**config.mk**
```make
export PLATFORM = sky130hd
export DESIGN_NAME = ex_muldiv_iter_flat
export DESIGN_NICKNAME = d
export VERILOG_FILES = /design/src/rtl/ex_muldiv_iter_if.sv /design/src/rtl/ex_muldiv_iter.sv /design/src/flat_wrapper.sv
export SDC_FILE = /design/constraint.sdc
export NUM_CORES = 1
export LEC_CHECK = 0
export CORE_ASPECT_RATIO = 1.75
export CORE_MARGIN = 4
export CORE_UTILIZATION = 25
export DETAILED_ROUTE_END_ITERATION = 10
export GPL_TIMING_DRIVEN = 0
export SLEW_MARGIN = 20
export SYNTH_ARGS = -nofsm -noshare
export SYNTH_HDL_FRONTEND = slang
export SYNTH_SLANG_ARGS = --single-unit
```
**constraint.sdc**
```tcl
create_clock -name clk -period 7.4 [get_ports clk]
set_input_delay 1.11 -clock clk [delete_from_list [all_inputs] [get_ports clk]]
set_output_delay 1.11 -clock clk [all_outputs]
set_load 0.05 [all_outputs]
```
**src/rtl/ex_muldiv_iter_if.sv**
```systemverilog
// Request/response bundle between the EX stage and the iterative multiply/divide unit.
// The EX stage is the master; ex_muldiv_iter is the slave.
interface ex_muldiv_iter_if #(
   parameter int DATA_W = 32
);
   logic                  start_i;
   logic [1:0]            op_i;
   logic [DATA_W-1:0]     opdata1_i;
   logic [DATA_W-1:0]     opdata2_i;
   logic                  annul_i;
   logic [2*DATA_W-1:0]   result_o;
   logic                  ready_o;
   logic                  busy_o;
   logic                  div0_o;

   modport master (
      output start_i, op_i, opdata1_i, opdata2_i, annul_i,
      input  result_o, ready_o, busy_o, div0_o
   );

   modport slave (
      input  start_i, op_i, opdata1_i, opdata2_i, annul_i,
      output result_o, ready_o, busy_o, div0_o
   );
endinterface

```
**src/rtl/ex_muldiv_iter.sv**
```systemverilog
// Iterative MULT/MULTU/DIV/DIVU unit beside the EX-stage ALU; one bit per RUN cycle.
// Define MULDIV_EARLY_OUT_EN to let multiplies finish once the remaining multiplier bits are zero.
module ex_muldiv_iter #(
   parameter int DATA_W = 32
) (
   input  logic            clk,
   input  logic            rst,
   ex_muldiv_iter_if.slave bus
);
   localparam int CNT_W = $clog2(DATA_W) + 1;

   typedef enum logic [1:0] {
      S_IDLE,
      S_DIVZERO,
      S_RUN,
      S_DONE
   } state_t;

   state_t                state_q, state_d;
   logic [CNT_W-1:0]      cnt_q;
   logic                  is_div_q;
   logic                  neg_res_q;
   logic                  neg_rem_q;
   logic [2*DATA_W-1:0]   acc_q;
   logic [2*DATA_W-1:0]   mcand_q;
   logic [DATA_W-1:0]     b_q;
   logic [2*DATA_W-1:0]   result_q;
   logic                  div0_q;

   logic                  signed_op, a_neg, b_neg;
   logic [DATA_W-1:0]     a_mag, b_mag;
   logic                  accept, div0_req, run_last;

   logic [2*DATA_W-1:0]   acc_step, mcand_step, result_fix;
   logic [DATA_W-1:0]     b_step, sub, quo, rem;
   logic [DATA_W:0]       sh;
   logic                  ge;

   // Signed ops work on magnitudes; the most negative value maps onto itself as unsigned.
   assign signed_op = ~bus.op_i[0];
   assign a_neg     = signed_op & bus.opdata1_i[DATA_W-1];
   assign b_neg     = signed_op & bus.opdata2_i[DATA_W-1];
   assign a_mag     = a_neg ? -bus.opdata1_i : bus.opdata1_i;
   assign b_mag     = b_neg ? -bus.opdata2_i : bus.opdata2_i;

   assign accept    = (state_q == S_IDLE) && bus.start_i && !bus.annul_i;
   assign div0_req  = bus.op_i[1] && (bus.opdata2_i == '0);

`ifdef MULDIV_EARLY_OUT_EN
   assign run_last  = (cnt_q == CNT_W'(DATA_W - 1)) ||
                      (!is_div_q && (b_q[DATA_W-1:1] == '0));
`else
   assign run_last  = (cnt_q == CNT_W'(DATA_W - 1));
`endif

   // One iteration: shift-add multiply (LSB first) or restoring divide (MSB first).
   // For divide, acc_q holds {remainder, remaining dividend/quotient bits}.
   always_comb begin
      acc_step   = acc_q;
      mcand_step = mcand_q;
      b_step     = b_q;
      sh         = acc_q[2*DATA_W-1:DATA_W-1];
      ge         = (sh >= {1'b0, b_q});
      sub        = sh[DATA_W-1:0] - b_q;
      if (is_div_q) begin
         if (ge) acc_step = {sub, acc_q[DATA_W-2:0], 1'b1};
         else    acc_step = {acc_q[2*DATA_W-2:0], 1'b0};
      end else begin
         if (b_q[0]) acc_step = acc_q + mcand_q;
         mcand_step = mcand_q << 1;
         b_step     = b_q >> 1;
      end
   end

   always_comb begin
      quo = acc_step[DATA_W-1:0];
      rem = acc_step[2*DATA_W-1:DATA_W];
      if (is_div_q) result_fix = {neg_rem_q ? -rem : rem, neg_res_q ? -quo : quo};
      else          result_fix = neg_res_q ? -acc_step : acc_step;
   end

   // NOTE: sequential state uses non-blocking assignments so every register samples pre-edge values.
   always_ff @(posedge clk or negedge rst) begin
      if (!rst) state_q <= S_IDLE;
      else      state_q <= state_d;
   end

   always_comb begin
      state_d = state_q;
      case (state_q)
         S_IDLE:    if (accept) state_d = div0_req ? S_DIVZERO : S_RUN;
         S_DIVZERO: state_d = bus.annul_i ? S_IDLE : S_DONE;
         S_RUN: begin
            if (bus.annul_i)   state_d = S_IDLE;
            else if (run_last) state_d = S_DONE;
         end
         S_DONE:    if (bus.annul_i || !bus.start_i) state_d = S_IDLE;
         default:   state_d = S_IDLE;
      endcase
   end

   always_ff @(posedge clk or negedge rst) begin
      if (!rst) begin
         cnt_q     <= '0;
         is_div_q  <= 1'b0;
         neg_res_q <= 1'b0;
         neg_rem_q <= 1'b0;
         acc_q     <= '0;
         mcand_q   <= '0;
         b_q       <= '0;
         result_q  <= '0;
         div0_q    <= 1'b0;
      end else begin
         div0_q <= 1'b0;
         case (state_q)
            S_IDLE: if (accept) begin
               is_div_q  <= bus.op_i[1];
               neg_res_q <= a_neg ^ b_neg;
               neg_rem_q <= a_neg;
               cnt_q     <= '0;
               mcand_q   <= {{DATA_W{1'b0}}, a_mag};
               b_q       <= b_mag;
               acc_q     <= bus.op_i[1] ? {{DATA_W{1'b0}}, a_mag} : '0;
            end
            S_DIVZERO: if (!bus.annul_i) begin
               result_q <= '0;
               div0_q   <= 1'b1;
            end
            S_RUN: if (!bus.annul_i) begin
               acc_q   <= acc_step;
               mcand_q <= mcand_step;
               b_q     <= b_step;
               cnt_q   <= cnt_q + CNT_W'(1);
               if (run_last) result_q <= result_fix;
            end
            default: ;
         endcase
      end
   end

   assign bus.result_o = result_q;
   assign bus.ready_o  = (state_q == S_DONE);
   assign bus.busy_o   = (state_q == S_RUN) || (state_q == S_DIVZERO);
   assign bus.div0_o   = div0_q;
endmodule

```
**src/flat_wrapper.sv**
```systemverilog
// flat-port wrapper written by rule: the top's interface ports become plain ports
module ex_muldiv_iter_flat 
#(
   parameter int DATA_W = 32
)
  (clk, rst, bus_start_i, bus_op_i, bus_opdata1_i, bus_opdata2_i, bus_annul_i, bus_result_o, bus_ready_o, bus_busy_o, bus_div0_o);
  ex_muldiv_iter_if #(.DATA_W(DATA_W)) bus_i ();
  input  logic clk;
  input  logic rst;
  input wire logic [$bits(bus_i.start_i)-1:0] bus_start_i;
  input wire logic [$bits(bus_i.op_i)-1:0] bus_op_i;
  input wire logic [$bits(bus_i.opdata1_i)-1:0] bus_opdata1_i;
  input wire logic [$bits(bus_i.opdata2_i)-1:0] bus_opdata2_i;
  input wire logic [$bits(bus_i.annul_i)-1:0] bus_annul_i;
  output wire logic [$bits(bus_i.result_o)-1:0] bus_result_o;
  output wire logic [$bits(bus_i.ready_o)-1:0] bus_ready_o;
  output wire logic [$bits(bus_i.busy_o)-1:0] bus_busy_o;
  output wire logic [$bits(bus_i.div0_o)-1:0] bus_div0_o;
  assign bus_i.start_i = bus_start_i;
  assign bus_i.op_i = bus_op_i;
  assign bus_i.opdata1_i = bus_opdata1_i;
  assign bus_i.opdata2_i = bus_opdata2_i;
  assign bus_i.annul_i = bus_annul_i;
  assign bus_result_o = bus_i.result_o;
  assign bus_ready_o = bus_i.ready_o;
  assign bus_busy_o = bus_i.busy_o;
  assign bus_div0_o = bus_i.div0_o;
  ex_muldiv_iter #(.DATA_W(DATA_W)) u_core (.clk(clk), .rst(rst), .bus(bus_i));
endmodule
```
==> flow_metrics.tcl, run 1 <==
set metrics [dict create \
    nets 3172 \
    peakVddDrop_mv 0.232 \
    tritoncts "built" \
    cp_top_family "buffers and inverters" \
    r2r_slack_ns 0.57 \
    avgSynthCellArea_um2 7.52 \
    die_area_um2 89900 \
    setup_viol 0 \
    fillers 9220 \
    num_vias 23600 \
    drt_iter0_drc 2187 \
    cts_hold_buf 0 \
    ys_async_sr_fraction_pct 100 \
    path_buf_inv 9 \
    grt_start_max_net_pins 88 \
    whs_ns 0.443 \
    run_status "finished, final reports clean" \
    cts.reportedPaths.clkPinSlew_ns 0.07 \
    synth_fp_nets 3001 \
    grt.total_usage_pct 24.9 \
    seqPwrFrac_pct 16.9 \
    synth.distinct_cells 110 \
    coreArea_um2 84300 \
    ys_ff_latch 236 \
    ant_nets 0 \
    fmax_ghz 0.146 \
    r2r-end "u_core.mcand_q[5]" \
    grt_pass1_vias 23700 \
    io_buffers 136 \
    power_density_nw_per_um2 528 \
    synth_edf_count 0 \
    slew_headroom_pct 18.6 \
    pre_cts_ws_ns 0.936 \
    clock_latency_ns 0.64 \
    cpPeakStageDelay_ns 0.89 \
    cts_resized 0 \
    fin_crit_sh_pct 92.3 \
    syn_area_um2 21200 \
    setup_ws_ns 0.568 \
    synthFlopType "dfrtp_1" \
    path_common_cell "clkbuf_1" \
    swShare_pct 61.3 \
    multi_input_area_um2 14400 \
    area_growth_pct 17.1 \
    overflow 0 \
    min_path_type "input port to async pin" \
    worst_ep_arrival_time_ns 7.35 \
    place_hpwl_um 91500 \
    drc 0 \
    gp_congestion 1.08 \
    design_area_um2 24900 \
    regArea_um2 5910 \
    cts_sinks 236 \
    synth-seq-area-share_pct 27.8 \
    power.share.combinational_pct 73.1 \
    crit_chain "clkbuf_1 -> clkbuf_1 -> buf_1 -> buf_2 -> buf_1 -> clkbuf_1 -> o21ai_0 -> o21ai_1 -> clkbuf_1 -> clkbuf_1 -> clkbuf_1 -> nand2_1 -> o21ai_0" \
    crit_path_end_kind "register" \
    post-route-min-period_ns 6.83 \
    ios 137 \
    post_cts_buffers 0 \
    antenna_found_initial 2 \
    fin_skew_ns 0.0339 \
    wl_per_cell_um 28.4 \
    startpoint_type "register" \
    dr.pass1.iters 6 \
    required_ns 7.92 \
    yosys_warnings 0 \
    cts_buffers 24 \
    postLayoutCoreUtil_pct 29.5 \
    wirelength_um 116000 \
    placed_area_um2 24100 \
    cts_root_buf "clkbuf_16" \
    pwr-share-clk_pct 10.0 \
    viasPerCell 5.77 \
    final.setup.tns_ns 0 \
    grt_pass1_wl_um 166000 \
    die_h_um 394 \
    p_leak_uw 0.00981 \
    num_rows 141 \
    path_class "register to register" \
    slew_viol_final 0 \
    hold_viol 0 \
    max_slew.worst_pin.slew_ns 1.22 \
    intPower_uw 5080 \
    start_util_pct 25.2 \
    rsz0062_at_grt "false" \
    htreeDepth 1 \
    drv_cap 0 \
    cp_max_fo 10 \
    crit_slowest_cell "buf_1" \
    rr_startpoint "u_core.is_div_q" \
    drive_above_1_share_pct 4.81 \
    reg2regPathDepth 13 \
    fp.dieW_um 228 \
    synth_cells 2825 \
    power.switching_uw 8060 \
    cts_buffer_depth 3 \
]
## Yosys cell counts, types with 21 or more instances
master	n	area, um2
nor4_1	26	163
nor2_1	217	815
nand2_1	400	1500
o31ai_1	31	233
a21oi_1	278	1390
a31oi_1	24	150
clkbuf_1	125	469
xor2_1	79	692
nand3_1	108	541
or3_1	21	131
nand2b_1	31	194
a21o_1	41	308
o21a_1	32	240
a22oi_1	24	180
a211oi_1	24	180
dfrtp_1	236	5910
o21ai_1	30	150
nand4_1	48	300
ha_1	104	1300
o211ai_1	27	203
nor3_1	62	310
mux2i_1	34	340
xnor2_1	87	762
and3_1	24	150
o21ai_0	327	1640
inv_1	74	278
## area by class of cell
cell class / instances / area share, %
buffer: 162 / 2.64
sequential: 236 / 23.7
inverter: 75 / 1.13
clock buffer: 32 / 2.58
antenna: 1 / 0.0101
multi-input combinational: 2352 / 58.1
timing repair buffer: 145 / 5.91
clock inverter: 11 / 0.538
tap: 1072 / 5.39
## worst max-delay path by stage
stage                    startpoint                       to  slack (ns)  depth (start not counted)
detailed placement  u_core.is_div_q           u_core.b_q[31]        0.94                         13
global placement                rst  u_core.bus.result_o[51]       -5.53                          1
floorplan           u_core.acc_q[0]  u_core.bus.result_o[52]        2.94                         19
CTS                 u_core.is_div_q           u_core.b_q[31]        0.92                         13
global route        u_core.is_div_q        u_core.mcand_q[0]        0.48                         13
finish              u_core.is_div_q        u_core.mcand_q[5]        0.57                         13
## flip-flops by register name, summed over array words and instances (netlist names)
name,cells
u_core.acc_q,64
u_core.bus.result_o,64
u_core.mcand_q,64
u_core.b_q,32
u_core.cnt_q,6
u_core.state_q,2
u_core.bus.div0_o,1
u_core.is_div_q,1
u_core.neg_rem_q,1
u_core.neg_res_q,1
## cells by family after synthesis
logic type / share of synthesized area [%]
compound gates: 29.1
xor+xnor: 6.85
fa+ha+maj: 6.32
buf+inv: 4.40
flops: 27.8
mux: 2.20
simple gates: 23.3
## cells in the final DEF, fill, tap and decap left out, types with 79 or more instances in the layout
cell type / netlist / layout
a21oi_1: 278 / 278
clkbuf_1: 125 / 130
clkdlybuf4s50_1: 0 / 135
dfrtp_1: 236 / 236
ha_1: 104 / 104
nand2_1: 400 / 400
nand3_1: 108 / 108
nor2_1: 217 / 217
o21ai_0: 327 / 319
xnor2_1: 87 / 87
xor2_1: 79 / 79
## per-layer routing
layer | part of all wire, % | wire (um) | global-route usage (%) | up-vias
met4 | 12 | 14200 | 23.8 | 0
li1 | - | - | - | 10700
met5 | 0 | 0 | 0 | -
met3 | 5.5 | 6390 | 3.54 | 471
met1 | 32 | 37000 | 23.8 | 11400
met2 | 50 | 58400 | 45.2 | 1095
## stage by stage
stage | power, uW | cells
CTS | 12700 | 4085
detailed placement | 11300 | 4042
finish | 13100 | 4086
floorplan | 7570 | 2825
global placement | 11200 | 4033
global route | 13700 | 4085
## power by group through the flow
stage	clock (uW)	combinational [uW]	sequential (uW)
after CTS	1310	9170	2180
after global placement	0	9040	2200
after floorplan	0	5630	1950
final	1310	9600	2220
after detailed placement	0	9120	2210
after global routing	1370	10100	2230
No activity file was read; power rests on OpenSTA's default activity.
==> run 2, diff against run 1 <==
--- a/config.mk
+++ b/config.mk
@@ -9,6 +9,7 @@
 export CORE_MARGIN = 4
 export CORE_UTILIZATION = 25
 export DETAILED_ROUTE_END_ITERATION = 10
+export DONT_BUFFER_PORTS = 1
 export GPL_TIMING_DRIVEN = 0
 export SLEW_MARGIN = 20
 export SYNTH_ARGS = -nofsm -noshare
==> run 2 against run 1 <==
Count of clock-buffer cells in the layout is 3 lower. Combinational power is 0.9% lower. Critical endpoint is now u_core.b_q[6]. Critical path depth unchanged. Critical path type unchanged. Total power rose by 0.66%. Largest cell class unchanged.
==> flow_metrics.tcl, run 2 (synthesized netlist as in run 1, its figures left out) <==
set metrics [dict create \
    start_util_pct 25.2 \
    slew_headroom_pct 14.8 \
    area_growth_pct 10.9 \
    num_rows 141 \
    startpoint_type "register" \
    nets 3036 \
    post-route-min-period_ns 6.75 \
    min_path_type "input port to async pin" \
    reg2regPathDepth 13 \
    cts_buffer_depth 3 \
    drive_above_1_share_pct 5.14 \
    drv_cap 0 \
    crit_slowest_cell "buf_1" \
    grt_pass1_wl_um 164000 \
    place_hpwl_um 92700 \
    crit_path_end_kind "register" \
    max_slew.worst_pin.slew_ns 1.28 \
    worst_ep_arrival_time_ns 7.25 \
    whs_ns 0.233 \
    antenna_found_initial 1 \
    grt.total_usage_pct 24.7 \
    grt_start_max_net_pins 237 \
    power_density_nw_per_um2 562 \
    required_ns 7.90 \
    clock_latency_ns 0.62 \
    rr_startpoint "u_core.is_div_q" \
    slew_viol_final 0 \
    die_area_um2 89900 \
    drc 0 \
    viasPerCell 5.89 \
    post_cts_buffers 0 \
    path_common_cell "clkbuf_1" \
    layout_common_cells "nand2_1 (400), o21ai_0 (318), a21oi_1 (278)" \
    drt_iter0_drc 1943 \
    cp-startpoint "u_core.is_div_q" \
    fmax_ghz 0.148 \
    final.setup.tns_ns 0 \
    final_common_cell "nand2_1" \
    fillers 9323 \
    p_leak_uw 0.00933 \
    rsz0062_at_grt "false" \
    cts_buffers 24 \
    cts_hold_buf 0 \
    fin_crit_sh_pct 91.3 \
    ant_nets 0 \
    setup_viol 0 \
    die_h_um 394 \
    num_vias 23300 \
    hold_viol 0 \
    crit_chain "clkbuf_1 -> clkbuf_1 -> buf_1 -> buf_2 -> buf_1 -> clkbuf_1 -> o21ai_0 -> o21ai_1 -> clkbuf_1 -> clkbuf_1 -> clkbuf_1 -> nand2_1 -> o21ai_0" \
    cp_max_fo 10 \
    htreeDepth 1 \
    coreArea_um2 84300 \
    cpPeakStageDelay_ns 0.82 \
    peakVddDrop_mv 0.230 \
    r2r_slack_ns 0.65 \
    cts.reportedPaths.clkPinSlew_ns 0.10 \
    fin_skew_ns 0.0410 \
    cts_root_buf "clkbuf_16" \
    fp.dieW_um 228 \
    path_class "register to register" \
    tritoncts "built" \
    overflow 0 \
    run_status "finished, final reports clean" \
    grt_pass1_vias 23000 \
    gp_congestion 1.06 \
    io_buffers 0 \
    wirelength_um 116000 \
    r2r-end "u_core.b_q[6]" \
    cts_sinks 236 \
    dr.pass1.iters 5 \
    wl_per_cell_um 29.3 \
    ios 137 \
    cts_resized 0 \
]
-- run 2: changes by cell type in the layout (fill, tap and decap cells not counted), moves of 2 or more --
cell,before,now
buf_16,2,0
buf_4,6,8
bufinv_16,2,4
clkbuf_1,130,124
clkbuf_8,1,4
clkdlybuf4s50_1,135,0
clkinv_4,1,4
diode_2,1,3
o21ai_1,36,39
o21ai_2,5,3
-- run 2: through the flow --
stage	area [um2]	power, uW	setup slack (ns)	utilization (%)	cells
6_report	23600	13200	0.646	27.9	3953
5_1_grt	23500	13700	0.482	27.9	3950
4_1_cts	23500	12900	0.808	27.9	3950
3_5_place_dp	22700	11400	0.817	26.9	3906
3_3_place_gp	22600	11300	0.844	26.8	3897
2_1_floorplan	21200	7570	2.94	-	2825
-- run 2: layout make-up --
type	instances	area, um2	area share (%)
Sequential cell	236	5910	25.1
Antenna cell	3	7.51	0.0319
Clock buffer	29	659	2.80
Tap cell	1072	1340	5.70
Clock inverter	15	215	0.914
Multi-Input combinational cell	2352	14400	61.2
Buffer	162	654	2.78
Inverter	75	282	1.20
Timing Repair Buffer	9	62.6	0.266
-- run 2: worst max-delay path: cells and delay by family, from the launching register on --
family	cells	cell delay, ns
DFF	1	0.33
AOI/OAI and AO/OA	3	0.83
and+or+nand+nor	1	0.13
buffers and inverters	9	5.33
-- run 2: where the power goes --
part	switching [uW]	leakage [uW]	internal, uW	total [uW]
combinational	6800	0.00577	2710	9510
sequential	652	0.00313	1630	2280
clock	649	0.000432	788	1440
-- run 2: worst max-delay path by stage --
stage / end
after floorplan: u_core.bus.result_o[52]
after global placement: u_core.mcand_q[0]
after detailed placement: u_core.mcand_q[6]
after CTS: u_core.mcand_q[6]
after global routing: u_core.b_q[4]
final: u_core.b_q[6]
-- run 2: metal layers --
layer / share of wire, % / track usage [%]
met1: 32 / 22.9
met2: 51 / 45.0
met3: 4.9 / 3.42
met4: 13 / 25.1
met5: 0.011 / 0
==> run 3, diff against run 2 <==
--- a/config.mk
+++ b/config.mk
@@ -5,6 +5,7 @@
 export SDC_FILE = /design/constraint.sdc
 export NUM_CORES = 1
 export LEC_CHECK = 0
+export CAP_MARGIN = 20
 export CORE_ASPECT_RATIO = 1.75
 export CORE_MARGIN = 4
 export CORE_UTILIZATION = 25
==> run 3 against run 2 <==
Core utilization is 0.067 points higher. Fmax fell by 1.9%. Global-route usage up 0.10 points. Combinational power about the same. Routed wire length is 0.63% higher. Critical path depth unchanged. Sequential cell count stayed put. Count of clock-buffer cells in the layout grew 5. Critical endpoint is now u_core.mcand_q[63].
==> flow_metrics.tcl, run 3 (synthesized netlist as in run 1, its figures left out) <==
set metrics [dict create \
    fin_skew_ns 0.0234 \
    required_ns 7.91 \
    post_cts_buffers 0 \
    swShare_pct 61.0 \
    crit_chain "clkbuf_1 -> clkbuf_1 -> buf_1 -> buf_2 -> buf_1 -> clkbuf_1 -> o21ai_0 -> o21ai_1 -> clkbuf_1 -> clkbuf_1 -> clkbuf_1 -> nand2_1 -> o21ai_0" \
    rsz0062_at_grt "false" \
    setup_ws_ns 0.519 \
    cpPeakStageDelay_ns 0.89 \
    cts_resized 0 \
    path_buf_inv 9 \
    ios 137 \
    htreeDepth 1 \
    pwr-share-clk_pct 11.2 \
    grt_pass1_wl_um 165000 \
    power.share.combinational_pct 71.6 \
    crit_slowest_cell "clkbuf_1" \
    cts_buffer_depth 3 \
    cts.reportedPaths.clkPinSlew_ns 0.07 \
    fmax_ghz 0.145 \
    fin_crit_sh_pct 93.0 \
    die_h_um 394 \
    cp_max_fo 10 \
    cp_top_family "buffers and inverters" \
    area_growth_pct 11.2 \
    grt_pass1_vias 23100 \
    pre_cts_ws_ns 0.772 \
    startpoint_type "register" \
    power.switching_uw 8110 \
    drc 0 \
    fillers 9367 \
    path_common_cell "clkbuf_1" \
    hold_viol 0 \
    num_vias 23200 \
    tritoncts "built" \
    p_leak_uw 0.00937 \
    ant_nets 0 \
    slew_viol_final 0 \
    crit_path_end_kind "register" \
    wl_per_cell_um 29.5 \
    final.setup.tns_ns 0 \
    peakVddDrop_mv 0.243 \
    diodes 0 \
    cts_hold_buf 0 \
    power_density_nw_per_um2 563 \
    cts_buffers 26 \
    final_common_cell "nand2_1" \
    fp.dieW_um 228 \
    coreArea_um2 84300 \
    drv_cap 0 \
    place_hpwl_um 92600 \
    drt_iter0_drc 1860 \
    layout_common_cells "nand2_1 (400), o21ai_0 (318), a21oi_1 (278)" \
    viasPerCell 5.87 \
    nets 3039 \
    slew_headroom_pct 14.3 \
    post-route-min-period_ns 6.88 \
    run_status "finished, final reports clean" \
    multi_input_area_um2 14400 \
    max_slew.worst_pin.slew_ns 1.25 \
    path_class "register to register" \
    io_buffers 0 \
    die_area_um2 89900 \
    whs_ns 0.231 \
    regArea_um2 5910 \
    min_path_type "input port to async pin" \
    cts_root_buf "clkbuf_16" \
    worst_ep_arrival_time_ns 7.39 \
    grt.total_usage_pct 24.8 \
    intPower_uw 5180 \
    seqPwrFrac_pct 17.2 \
    clock_latency_ns 0.61 \
    overflow 0 \
    num_rows 141 \
    dr.pass1.iters 5 \
    cts_sinks 236 \
    drive_above_1_share_pct 5.27 \
    gp_congestion 1.06 \
    antenna_found_initial 1 \
    setup_viol 0 \
    wirelength_um 117000 \
    start_util_pct 25.2 \
    grt_start_max_net_pins 237 \
]
[run 3: path summary, 6_finish.rpt]
path                                      start                       to  slack, ns  cells past startpoint
min in group clk                  u_core.b_q[8]            u_core.b_q[8]       0.51                      2
worst max register to register  u_core.is_div_q       u_core.mcand_q[63]       0.52                     13
worst min register to register    u_core.b_q[8]            u_core.b_q[8]       0.51                      2
worst max-delay path            u_core.is_div_q       u_core.mcand_q[63]       0.52                     13
max in group asynchronous                   rst  u_core.bus.result_o[54]       6.55                      0
worst min-delay path                        rst         u_core.acc_q[29]       0.23                      0
[run 3: layout make-up]
type                    count  area share [%]
inverters                  75            1.19
repair buffers             10           0.297
well taps                1072            5.68
flip-flops and latches    236            25.0
multi-input cells        2352            61.1
plain buffers             162            2.78
clock buffers              34            3.10
clock inverters            14           0.843
[run 3: power by group through the flow]
stage                     sequential [uW]  combinational [uW]  clock [uW]
after floorplan                      1950                5630           0
after global placement               2260                9020           0
after detailed placement             2270                9120           0
after CTS                            2240                9170        1500
after global routing                 2280                9980        1550
final                                2280                9520        1490
[run 3: metal layers]
| layer | global-route usage (%) | share of wire, % |
|---|---|---|
| met3 | 3.77 | 5.2 |
| met1 | 22.8 | 31 |
| met4 | 23.9 | 12 |
| met2 | 45.9 | 51 |
| met5 | 0 | 0 |
[run 3: through the flow]
step | instance area [um2] | power, uW | utilization (%) | std cells
6_report | 23600 | 13300 | 28.0 | 3955
4_1_cts | 23600 | 12900 | 28.0 | 3955
3_5_place_dp | 22700 | 11400 | 26.9 | 3907
5_1_grt | 23600 | 13800 | 28.0 | 3955
2_1_floorplan | 21200 | 7570 | - | 2825
3_3_place_gp | 22600 | 11300 | 26.8 | 3897
